### config.mk
export PLATFORM = sky130hd
export DESIGN_NAME = nv_ram_rd_streamer_512x256_flat
export DESIGN_NICKNAME = d
export VERILOG_FILES = /design/src/rtl/nv_ram_rd_streamer_512x256_if.sv /design/src/rtl/nv_ram_rd_streamer_512x256.sv /design/src/flat_wrapper.sv
export SDC_FILE = /design/constraint.sdc
export NUM_CORES = 1
export LEC_CHECK = 0
export CAP_MARGIN = 20
export CORE_AREA = 5 5 208 210
export CTS_BUF_LIST = sky130_fd_sc_hd__clkbuf_4 sky130_fd_sc_hd__clkbuf_8
export DETAILED_ROUTE_END_ITERATION = 12
export DIE_AREA = 0 0 213 215
export HOLD_SLACK_MARGIN = 0.12
export PLACE_DENSITY = 0.47
export SYNTH_ARGS = -nofsm -noshare
export SYNTH_HDL_FRONTEND = slang
export SYNTH_SLANG_ARGS = --single-unit
### constraint.sdc
create_clock -name clk -period 2.5 [get_ports clk]
set_input_delay 0.375 -clock clk [delete_from_list [all_inputs] [get_ports clk]]
set_output_delay 0.375 -clock clk [all_outputs]
set_load 0.02 [all_outputs]
### src/rtl/nv_ram_rd_streamer_512x256_if.sv
// Signal bundle between the RAM read streamer, its command source, the RAM read port and the stream sink.
// The master modport is the streamer side; the slave modport is everything around it.
interface nv_ram_rd_streamer_512x256_if #(
  parameter int AW = 9,
  parameter int DW = 256
);
  logic          cmd_valid;
  logic          cmd_ready;
  logic [AW-1:0] cmd_addr;
  logic [AW-1:0] cmd_len;
  logic          ram_re;
  logic [AW-1:0] ram_ra;
  logic [DW-1:0] ram_dout;
  logic          out_valid;
  logic          out_ready;
  logic [DW-1:0] out_data;
  logic          out_last;
  logic          busy;

  modport master (
    input  cmd_valid, cmd_addr, cmd_len, ram_dout, out_ready,
    output cmd_ready, ram_re, ram_ra, out_valid, out_data, out_last, busy
  );

  modport slave (
    output cmd_valid, cmd_addr, cmd_len, ram_dout, out_ready,
    input  cmd_ready, ram_re, ram_ra, out_valid, out_data, out_last, busy
  );
endinterface

### src/rtl/nv_ram_rd_streamer_512x256.sv
// Burst read controller for the 512x256 RAM. The RAM's held read-address register acts as
// the output stage, so beats stream at full rate under backpressure with no data buffer.
module nv_ram_rd_streamer_512x256 #(
  parameter int AW = 9,
  parameter int DW = 256
) (
  input  logic                                clk,
  input  logic                                rst,
  nv_ram_rd_streamer_512x256_if.master        bus
);
  typedef enum logic {IDLE, RUN} state_t;

  state_t        state, state_nxt;
  logic [AW:0]   rem;
  logic [AW-1:0] ra;
  logic          valid_q;
  logic          last_q;
  logic          issue;
  logic          hs;

  always_comb begin
    issue     = (state == RUN) && (rem != '0) && (!valid_q || bus.out_ready);
    hs        = valid_q && bus.out_ready;
    state_nxt = state;
    case (state)
      IDLE:    if (bus.cmd_valid) state_nxt = RUN;
      RUN:     if (hs && last_q) state_nxt = IDLE;
      default: state_nxt = IDLE;
    endcase
  end

  always_ff @(posedge clk) begin
    if (rst) begin
      state   <= IDLE;
      ra      <= '0;
      rem     <= '0;
      valid_q <= 1'b0;
      last_q  <= 1'b0;
    end else begin
      state <= state_nxt;
      if (state == IDLE && bus.cmd_valid) begin
        ra  <= bus.cmd_addr;
        rem <= {1'b0, bus.cmd_len} + (AW+1)'(1);
      end else if (issue) begin
        ra  <= ra + AW'(1);
        rem <= rem - (AW+1)'(1);
      end
      // An issue refills the output stage; a handshake without an issue drains it.
      if (issue) begin
        valid_q <= 1'b1;
        last_q  <= (rem == (AW+1)'(1));
      end else if (hs) begin
        valid_q <= 1'b0;
        last_q  <= 1'b0;
      end
    end
  end

  assign bus.cmd_ready = (state == IDLE);
  assign bus.busy      = (state == RUN);
  assign bus.ram_re    = issue;
  assign bus.ram_ra    = ra;
  assign bus.out_valid = valid_q;
  assign bus.out_data  = bus.ram_dout;
  assign bus.out_last  = valid_q && last_q;
endmodule

### src/flat_wrapper.sv
// flat-port wrapper written by rule: the top's interface ports become plain ports
module nv_ram_rd_streamer_512x256_flat 
#(
  parameter int AW = 9,
  parameter int DW = 256
)
  (clk, rst, bus_cmd_valid, bus_cmd_addr, bus_cmd_len, bus_ram_dout, bus_out_ready, bus_cmd_ready, bus_ram_re, bus_ram_ra, bus_out_valid, bus_out_data, bus_out_last, bus_busy);
  nv_ram_rd_streamer_512x256_if #(.AW(AW), .DW(DW)) bus_i ();
  input  logic clk;
  input  logic rst;
  input wire logic [$bits(bus_i.cmd_valid)-1:0] bus_cmd_valid;
  input wire logic [$bits(bus_i.cmd_addr)-1:0] bus_cmd_addr;
  input wire logic [$bits(bus_i.cmd_len)-1:0] bus_cmd_len;
  input wire logic [$bits(bus_i.ram_dout)-1:0] bus_ram_dout;
  input wire logic [$bits(bus_i.out_ready)-1:0] bus_out_ready;
  output wire logic [$bits(bus_i.cmd_ready)-1:0] bus_cmd_ready;
  output wire logic [$bits(bus_i.ram_re)-1:0] bus_ram_re;
  output wire logic [$bits(bus_i.ram_ra)-1:0] bus_ram_ra;
  output wire logic [$bits(bus_i.out_valid)-1:0] bus_out_valid;
  output wire logic [$bits(bus_i.out_data)-1:0] bus_out_data;
  output wire logic [$bits(bus_i.out_last)-1:0] bus_out_last;
  output wire logic [$bits(bus_i.busy)-1:0] bus_busy;
  assign bus_i.cmd_valid = bus_cmd_valid;
  assign bus_i.cmd_addr = bus_cmd_addr;
  assign bus_i.cmd_len = bus_cmd_len;
  assign bus_i.ram_dout = bus_ram_dout;
  assign bus_i.out_ready = bus_out_ready;
  assign bus_cmd_ready = bus_i.cmd_ready;
  assign bus_ram_re = bus_i.ram_re;
  assign bus_ram_ra = bus_i.ram_ra;
  assign bus_out_valid = bus_i.out_valid;
  assign bus_out_data = bus_i.out_data;
  assign bus_out_last = bus_i.out_last;
  assign bus_busy = bus_i.busy;
  nv_ram_rd_streamer_512x256 #(.AW(AW), .DW(DW)) u_core (.clk(clk), .rst(rst), .bus(bus_i));
endmodule
==> impl_metrics.py, run 1 <==
metrics = {
    "cts": {
        "clk_pin_slew_ns": 0.08,
        "cts_tree": "done",
        "cts_sinks": 22,
        "post_cts_resized": 0,
        "cts_root_buffer": "clkbuf_8",
        "clock_latency_ns": 0.26,
        "cts_max_level": 1,
        "cts_hold_buf": 0,
        "numCtsBuffers": 3,
        "cts_setup_buffers": 0,
        "max-clock-path-buffers": 2,
    },
    "worst_setup_path": {
        "cp_cell_sequence": "inv_1 -> ha_1 -> nor4b_2 -> nor3b_4 -> or2_4 -> inv_4 -> buf_4",
        "cp.required_ns": 2.12,
        "critPathMaxFanout": 12,
        "arrival_ns": 1.98,
        "end_kind": "output port",
        "crit_slowest_cell": "dfxtp_1",
        "reg2reg_depth": 7,
        "critPathMaxStageDelay_ns": 0.45,
        "worst_setup_path_start_kind": "flip-flop",
        "worstSetupPathType": "reg2out",
    },
    "global_routing": {
        "grt_pass1_vias": 1894,
        "grt_first_pass_wirelength_um": 15700,
        "grt_start_max_net_pins": 15,
        "gr-total-overflow": 0,
        "antenna_found_initial": 2,
        "groute.usage.overall_pct": 5.00,
    },
    "timing": {
        "grt_setup_unrepaired": "no",
        "worst_pin_slew_ns": 0.490,
        "fin_crit_ns": 2.35,
        "hold_violations": 0,
        "period_share_pct": 94.1,
        "setup_ws_ns": 0.147,
        "finalClockSkew_ns": 0.00259,
        "max_freq_ghz": 0.425,
        "slew_viol_final": 0,
        "setup_viol_count_final": 0,
        "slew_headroom_pct": 67.2,
        "finalSetupTns_ns": 0,
    },
    "yosys": {
        "synth_fa_ha_area_share_pct": 1.53,
        "yosysMostFrequentCell": "buf_4",
        "yosys_warnings": 0,
        "yosys.area_share.xor_xnor_pct": 4.01,
        "synth_cells": 426,
        "syn_nets": 708,
        "synth_top_family_by_area": "buffers and inverters",
        "seq_area_frac_synth_pct": 13.4,
        "synthTopCellsByCount": "buf_4, dfxtp_1, nor2_1",
        "async_flop_share_pct": 0,
        "syn_area_um2": 3280,
        "synth-main-ff-cell": "dfxtp_1",
        "ys_seq_elements": 22,
        "synth.avg_cell_area_um2": 7.70,
        "synth.top_cells.by_area": "buf_4, dfxtp_1, xnor2_1",
        "synth.top_cell.area_share_pct": 58.6,
        "synthMuxAreaShare_pct": 0,
        "yosysTopAreaCell": "buf_4",
        "synth-simple-area-share_pct": 13.5,
        "ys_types": 40,
        "synth_compound_area_share_pct": 7.06,
        "synth_edf_count": 0,
    },
    "power_and_ir_drop": {
        "leakagePower_nw": 0.646,
        "powerDensity_nw_per_um2": 433,
        "vdd_drop_max_mv": 0.186,
    },
    "detailed_routing": {
        "ant_nets": 0,
        "wirelength_um": 12300,
        "drt_pass1_iterations": 4,
        "via_per_inst": 2.48,
        "drt_iter0_drc": 95,
        "wl_per_cell_um": 16.4,
        "drc": 0,
        "vias": 1854,
    },
    "layout": {
        "drive_gt1_share_pct": 8.57,
        "diodes": 0,
        "fill_cells": 4843,
        "fin_nets": 494,
        "area_delta_synth_final_pct": -24.9,
    },
    "die": {
        "die_y_um": 215,
        "start_util_pct": 7.92,
        "rows": 75,
        "die_w_um": 213,
        "ios": 548,
        "core_area_um2": 41400,
        "die-area_um2": 45800,
    },
    "run": {
        "drv_cap": 0,
    },
    "run_status": {
        "outcome": "complete, no violations",
    },
    "hold_path": {
        "min_path_cells": 2,
        "hold_class": "reg2reg",
    },
    "placement": {
        "io_buffers": 35,
        "dpl.hpwl_um": 10600,
        "globalplace.congestion": 0.741,
        "dp_slack_ns": 0.158,
    },
}
==> layout by cell type, fill, tap and decap left out, types with 3 or more instances in the layout <==
cell / n
nand4_1: 4
dfxtp_1: 22
a21oi_1: 4
a211oi_1: 11
xor2_1: 3
buf_4: 10
and3_1: 4
nor4_1: 9
ha_1: 4
nand2_1: 13
a32o_1: 3
nand3_1: 9
nor3_1: 8
xnor2_1: 12
clkbuf_8: 3
clkdlybuf4s50_1: 34
nor2_1: 21
inv_1: 6
==> path summary, 6_finish.rpt <==
kind                   endpoint          start  slack, ns
setup / recovery     bus_ram_re  u_core.rem[0]       0.15
setup reg to reg  u_core.rem[3]  u_core.rem[0]       0.34
hold reg to reg   u_core.last_q  u_core.last_q       0.52
hold / removal    u_core.last_q  u_core.last_q       0.52
==> metrics by stage <==
step / total power, mW / cell area (um^2) / hold WS (ns) / util [%] / std cells
2_1_floorplan: 1.26 / 3280 / 0.479 / - / 426
3_3_place_gp: 0.851 / 2410 / 0.495 / 5.83 / 746
3_5_place_dp: 0.849 / 2410 / 0.510 / 5.83 / 746
4_1_cts: 1.08 / 2450 / 0.527 / 5.93 / 749
5_1_grt: 1.14 / 2460 / 0.558 / 5.95 / 749
6_report: 1.07 / 2460 / 0.523 / 5.95 / 749
==> metal layers <==
| metal | track usage, % | vias up | part of all wire (%) |
|---|---|---|---|
| li1 | - | 713 | - |
| met3 | 4.11 | 146 | 20 |
| met5 | 0 | - | 0 |
| met4 | 5.12 | 0 | 12 |
| met1 | 4.00 | 757 | 26 |
| met2 | 7.25 | 238 | 41 |
==> flip-flops by register name (all words and copies together) (netlist names) <==
signal                flops
u_core.last_q             1
u_core.bus.busy           1
u_core.rem               10
u_core.bus.out_valid      1
u_core.bus.ram_ra         9
==> power breakdown <==
part / internal, mW / leakage (nW) / switching (mW)
clock: 0.108 / 0.0216 / 0.120
combinational: 0.184 / 0.443 / 0.212
sequential: 0.388 / 0.182 / 0.0537
==> cell type report <==
type | count | area, um^2 | area share [%]
sequential | 22 | 440 | 17.9
timing repair buffer | 44 | 415 | 16.9
tap | 539 | 674 | 27.4
inverter | 7 | 28.8 | 1.17
clock buffer | 3 | 41.3 | 1.68
multi-input combinational | 134 | 863 | 35.0
==> logic make-up (layout without fill, tap and decap cells) <==
group / Yosys count / in the layout
AND/OR/NAND/NOR: 83 / 83
adder cells (fa/ha/maj): 4 / 4
buffers and inverters: 270 / 54
flip-flops: 22 / 22
XOR/XNOR: 15 / 15
AO/OA/AOI/OAI: 32 / 32
==> worst max-delay path, delay by kind of cell, from the launching register on <==
family,cells,cell delay (ns)
fa+ha+maj,1,0.24
buf+inv,3,0.41
simple gates,3,0.61
flops,1,0.45
Note: power is estimated with default switching activity, not from simulation.
==> inputs of run 2 (changes only) <==
--- a/config.mk
+++ b/config.mk
@@ -5,7 +5,6 @@
 export SDC_FILE = /design/constraint.sdc
 export NUM_CORES = 1
 export LEC_CHECK = 0
-export CAP_MARGIN = 20
 export CORE_AREA = 5 5 208 210
 export CTS_BUF_LIST = sky130_fd_sc_hd__clkbuf_4 sky130_fd_sc_hd__clkbuf_8
 export DETAILED_ROUTE_END_ITERATION = 12
==> results of run 2 <==
The final DEF is identical to that of run 1; final timing and power are the same.
==> inputs of run 3 (changes only) <==
--- a/config.mk
+++ b/config.mk
@@ -7,6 +7,7 @@
 export LEC_CHECK = 0
 export CORE_AREA = 5 5 208 210
 export CTS_BUF_LIST = sky130_fd_sc_hd__clkbuf_4 sky130_fd_sc_hd__clkbuf_8
+export CTS_CLUSTER_SIZE = 24
 export DETAILED_ROUTE_END_ITERATION = 12
 export DIE_AREA = 0 0 213 215
 export HOLD_SLACK_MARGIN = 0.12
==> constraint.sdc (replaced) <==
create_clock -name clk -period 2.69 [get_ports clk]
set_input_delay 0.4035 -clock clk [delete_from_list [all_inputs] [get_ports clk]]
set_output_delay 0.4035 -clock clk [all_outputs]
set_load 0.02 [all_outputs]
==> run 3 against run 2 <==
Clock skew increased by 0.010 ns. Final area increased by 0.61%. Global-route usage increased by 0.066 points. Register-to-register slack improved by 0.09 ns. Routed wire length increased by 1.9%. Combinational power decreased by 6.1%. Highest routed layer unchanged.
==> impl_metrics.py, run 3 (synthesis results as in run 1) <==
metrics = {
    "run_status": {
        "outcome": "complete, no violations",
    },
    "detailed_routing": {
        "via_per_inst": 2.53,
        "drc": 0,
        "drt_iter0_drc": 90,
        "drt_pass1_iterations": 4,
        "wl_per_cell_um": 16.8,
        "wirelength_um": 12600,
        "vias": 1890,
        "ant_nets": 0,
    },
    "worst_setup_path": {
        "reg2reg_depth": 8,
        "arrival_ns": 2.10,
        "end_kind": "output port",
        "critPathMaxFanout": 12,
        "cp.required_ns": 2.29,
        "worstSetupPathType": "reg2out",
        "worst_setup_path_start_kind": "flip-flop",
    },
    "layout": {
        "largest_register_ffs": 10,
        "diodes": 0,
        "final_cell_mix": "clkdlybuf4s50_1, dfxtp_1, nor2_1",
        "register_area_um2": 440,
        "fill_cells": 4852,
        "final_cells": 748,
        "area_delta_synth_final_pct": -24.4,
        "fin_nets": 492,
        "multi_input_area_um2": 863,
        "top_register": "u_core.rem",
        "layout_commonest_cell": "clkdlybuf4s50_1",
        "drive_gt1_share_pct": 8.13,
    },
    "cts": {
        "numCtsBuffers": 3,
        "max-clock-path-buffers": 2,
        "cts_sinks": 22,
        "cts_root_buffer": "clkbuf_8",
        "cts_hold_buf": 0,
        "clock_latency_ns": 0.27,
        "clk_pin_slew_ns": 0.10,
        "cts_max_level": 1,
        "cts_tree": "done",
    },
    "hold_path": {
        "min_path_cells": 2,
        "hold_class": "reg2reg",
    },
    "die": {
        "die_w_um": 213,
        "die_y_um": 215,
        "rows": 75,
        "start_util_pct": 7.92,
        "core_area_um2": 41400,
        "die-area_um2": 45800,
        "ios": 548,
    },
    "global_routing": {
        "grt_use_met1_pct": 4.07,
        "gr-total-overflow": 0,
        "groute.usage.overall_pct": 5.06,
        "met2_usage_pct": 7.48,
        "antenna_found_initial": 4,
        "grt_start_max_net_pins": 17,
        "globalRouteMet3Util_pct": 4.01,
        "grt_pass1_vias": 1918,
        "grt_first_pass_wirelength_um": 16000,
        "grt_busiest_layer": "met2",
    },
    "timing": {
        "hold_violations": 0,
        "slew_viol_final": 0,
        "finalSetupTns_ns": 0,
        "grt_setup_unrepaired": "no",
        "max_freq_ghz": 0.400,
        "slew_headroom_pct": 66.8,
        "setup_viol_count_final": 0,
        "finalClockSkew_ns": 0.0129,
        "period_share_pct": 93.0,
        "worst_pin_slew_ns": 0.497,
        "fin_crit_ns": 2.50,
    },
    "run": {
        "drv_cap": 0,
    },
    "placement": {
        "io_buffers": 35,
        "globalplace.congestion": 0.771,
        "dpl.hpwl_um": 10800,
        "dp.cells": 744,
    },
    "power_and_ir_drop": {
        "leakagePower_nw": 0.651,
        "powerDensity_nw_per_um2": 445,
        "vdd_drop_max_mv": 0.244,
    },
}
[run 3: changes by cell type in the layout (fill, tap and decap cells not counted), sizes merged]
cell,before,now
buf,10,8
bufinv,0,1
[run 3: path summary, 6_finish.rpt]
kind                       from       endpoint  slack, ns
setup / recovery  u_core.rem[0]     bus_ram_re       0.19
hold / removal    u_core.last_q  u_core.last_q       0.53
setup reg to reg  u_core.rem[0]  u_core.rem[3]       0.43
hold reg to reg   u_core.last_q  u_core.last_q       0.53
[run 3: power breakdown]
part	switching [mW]	internal (mW)
sequential	0.0495	0.361
combinational	0.202	0.170
clock	0.123	0.199
total	0.375	0.729
[run 3: worst max-delay path, stage by stage (launching register included)]
cell	delay [ns]
dfxtp_1	0.41
inv_1	0.08
ha_1	0.25
nor4b_2	0.17
buf_4	0.15
nor3b_4	0.14
or2_4	0.27
inv_4	0.15
buf_4	0.18
[run 3: area by class of cell]
| class | instances | area share [%] |
|---|---|---|
| Clock buffer | 3 | 1.67 |
| Clock inverter | 1 | 1.21 |
| Inverter | 7 | 1.16 |
| Multi-Input combinational cell | 134 | 34.8 |
| Sequential cell | 22 | 17.8 |
| Tap cell | 539 | 27.2 |
| Timing Repair Buffer | 42 | 16.2 |
[run 3: metrics by stage]
| step | util (%) | worst slack [ns] | instance area, um^2 | total power [mW] | hold slack [ns] |
|---|---|---|---|---|---|
| after floorplan | - | 0.623 | 3280 | 1.17 | 0.479 |
| after global placement | 5.80 | 0.273 | 2400 | 0.790 | 0.501 |
| after detailed placement | 5.80 | 0.276 | 2400 | 0.792 | 0.507 |
| after CTS | 5.97 | 0.128 | 2470 | 1.11 | 0.524 |
| after global routing | 5.99 | 0.0534 | 2480 | 1.17 | 0.553 |
| final | 5.99 | 0.189 | 2480 | 1.10 | 0.530 |
[run 3: metal layers]
| layer | up-vias | part of all wire, % | routed length (um) |
|---|---|---|---|
| li1 | 711 | - | - |
| met1 | 769 | 26 | 3300 |
| met2 | 266 | 41 | 5190 |
| met3 | 144 | 21 | 2580 |
| met4 | 0 | 12 | 1490 |
| met5 | - | 0 | 0 |
[run 3: what timing repair did]
action,in CTS,in global routing
buffers inserted,0,0
setup endpoints to repair,0,1
resized for setup,0,3
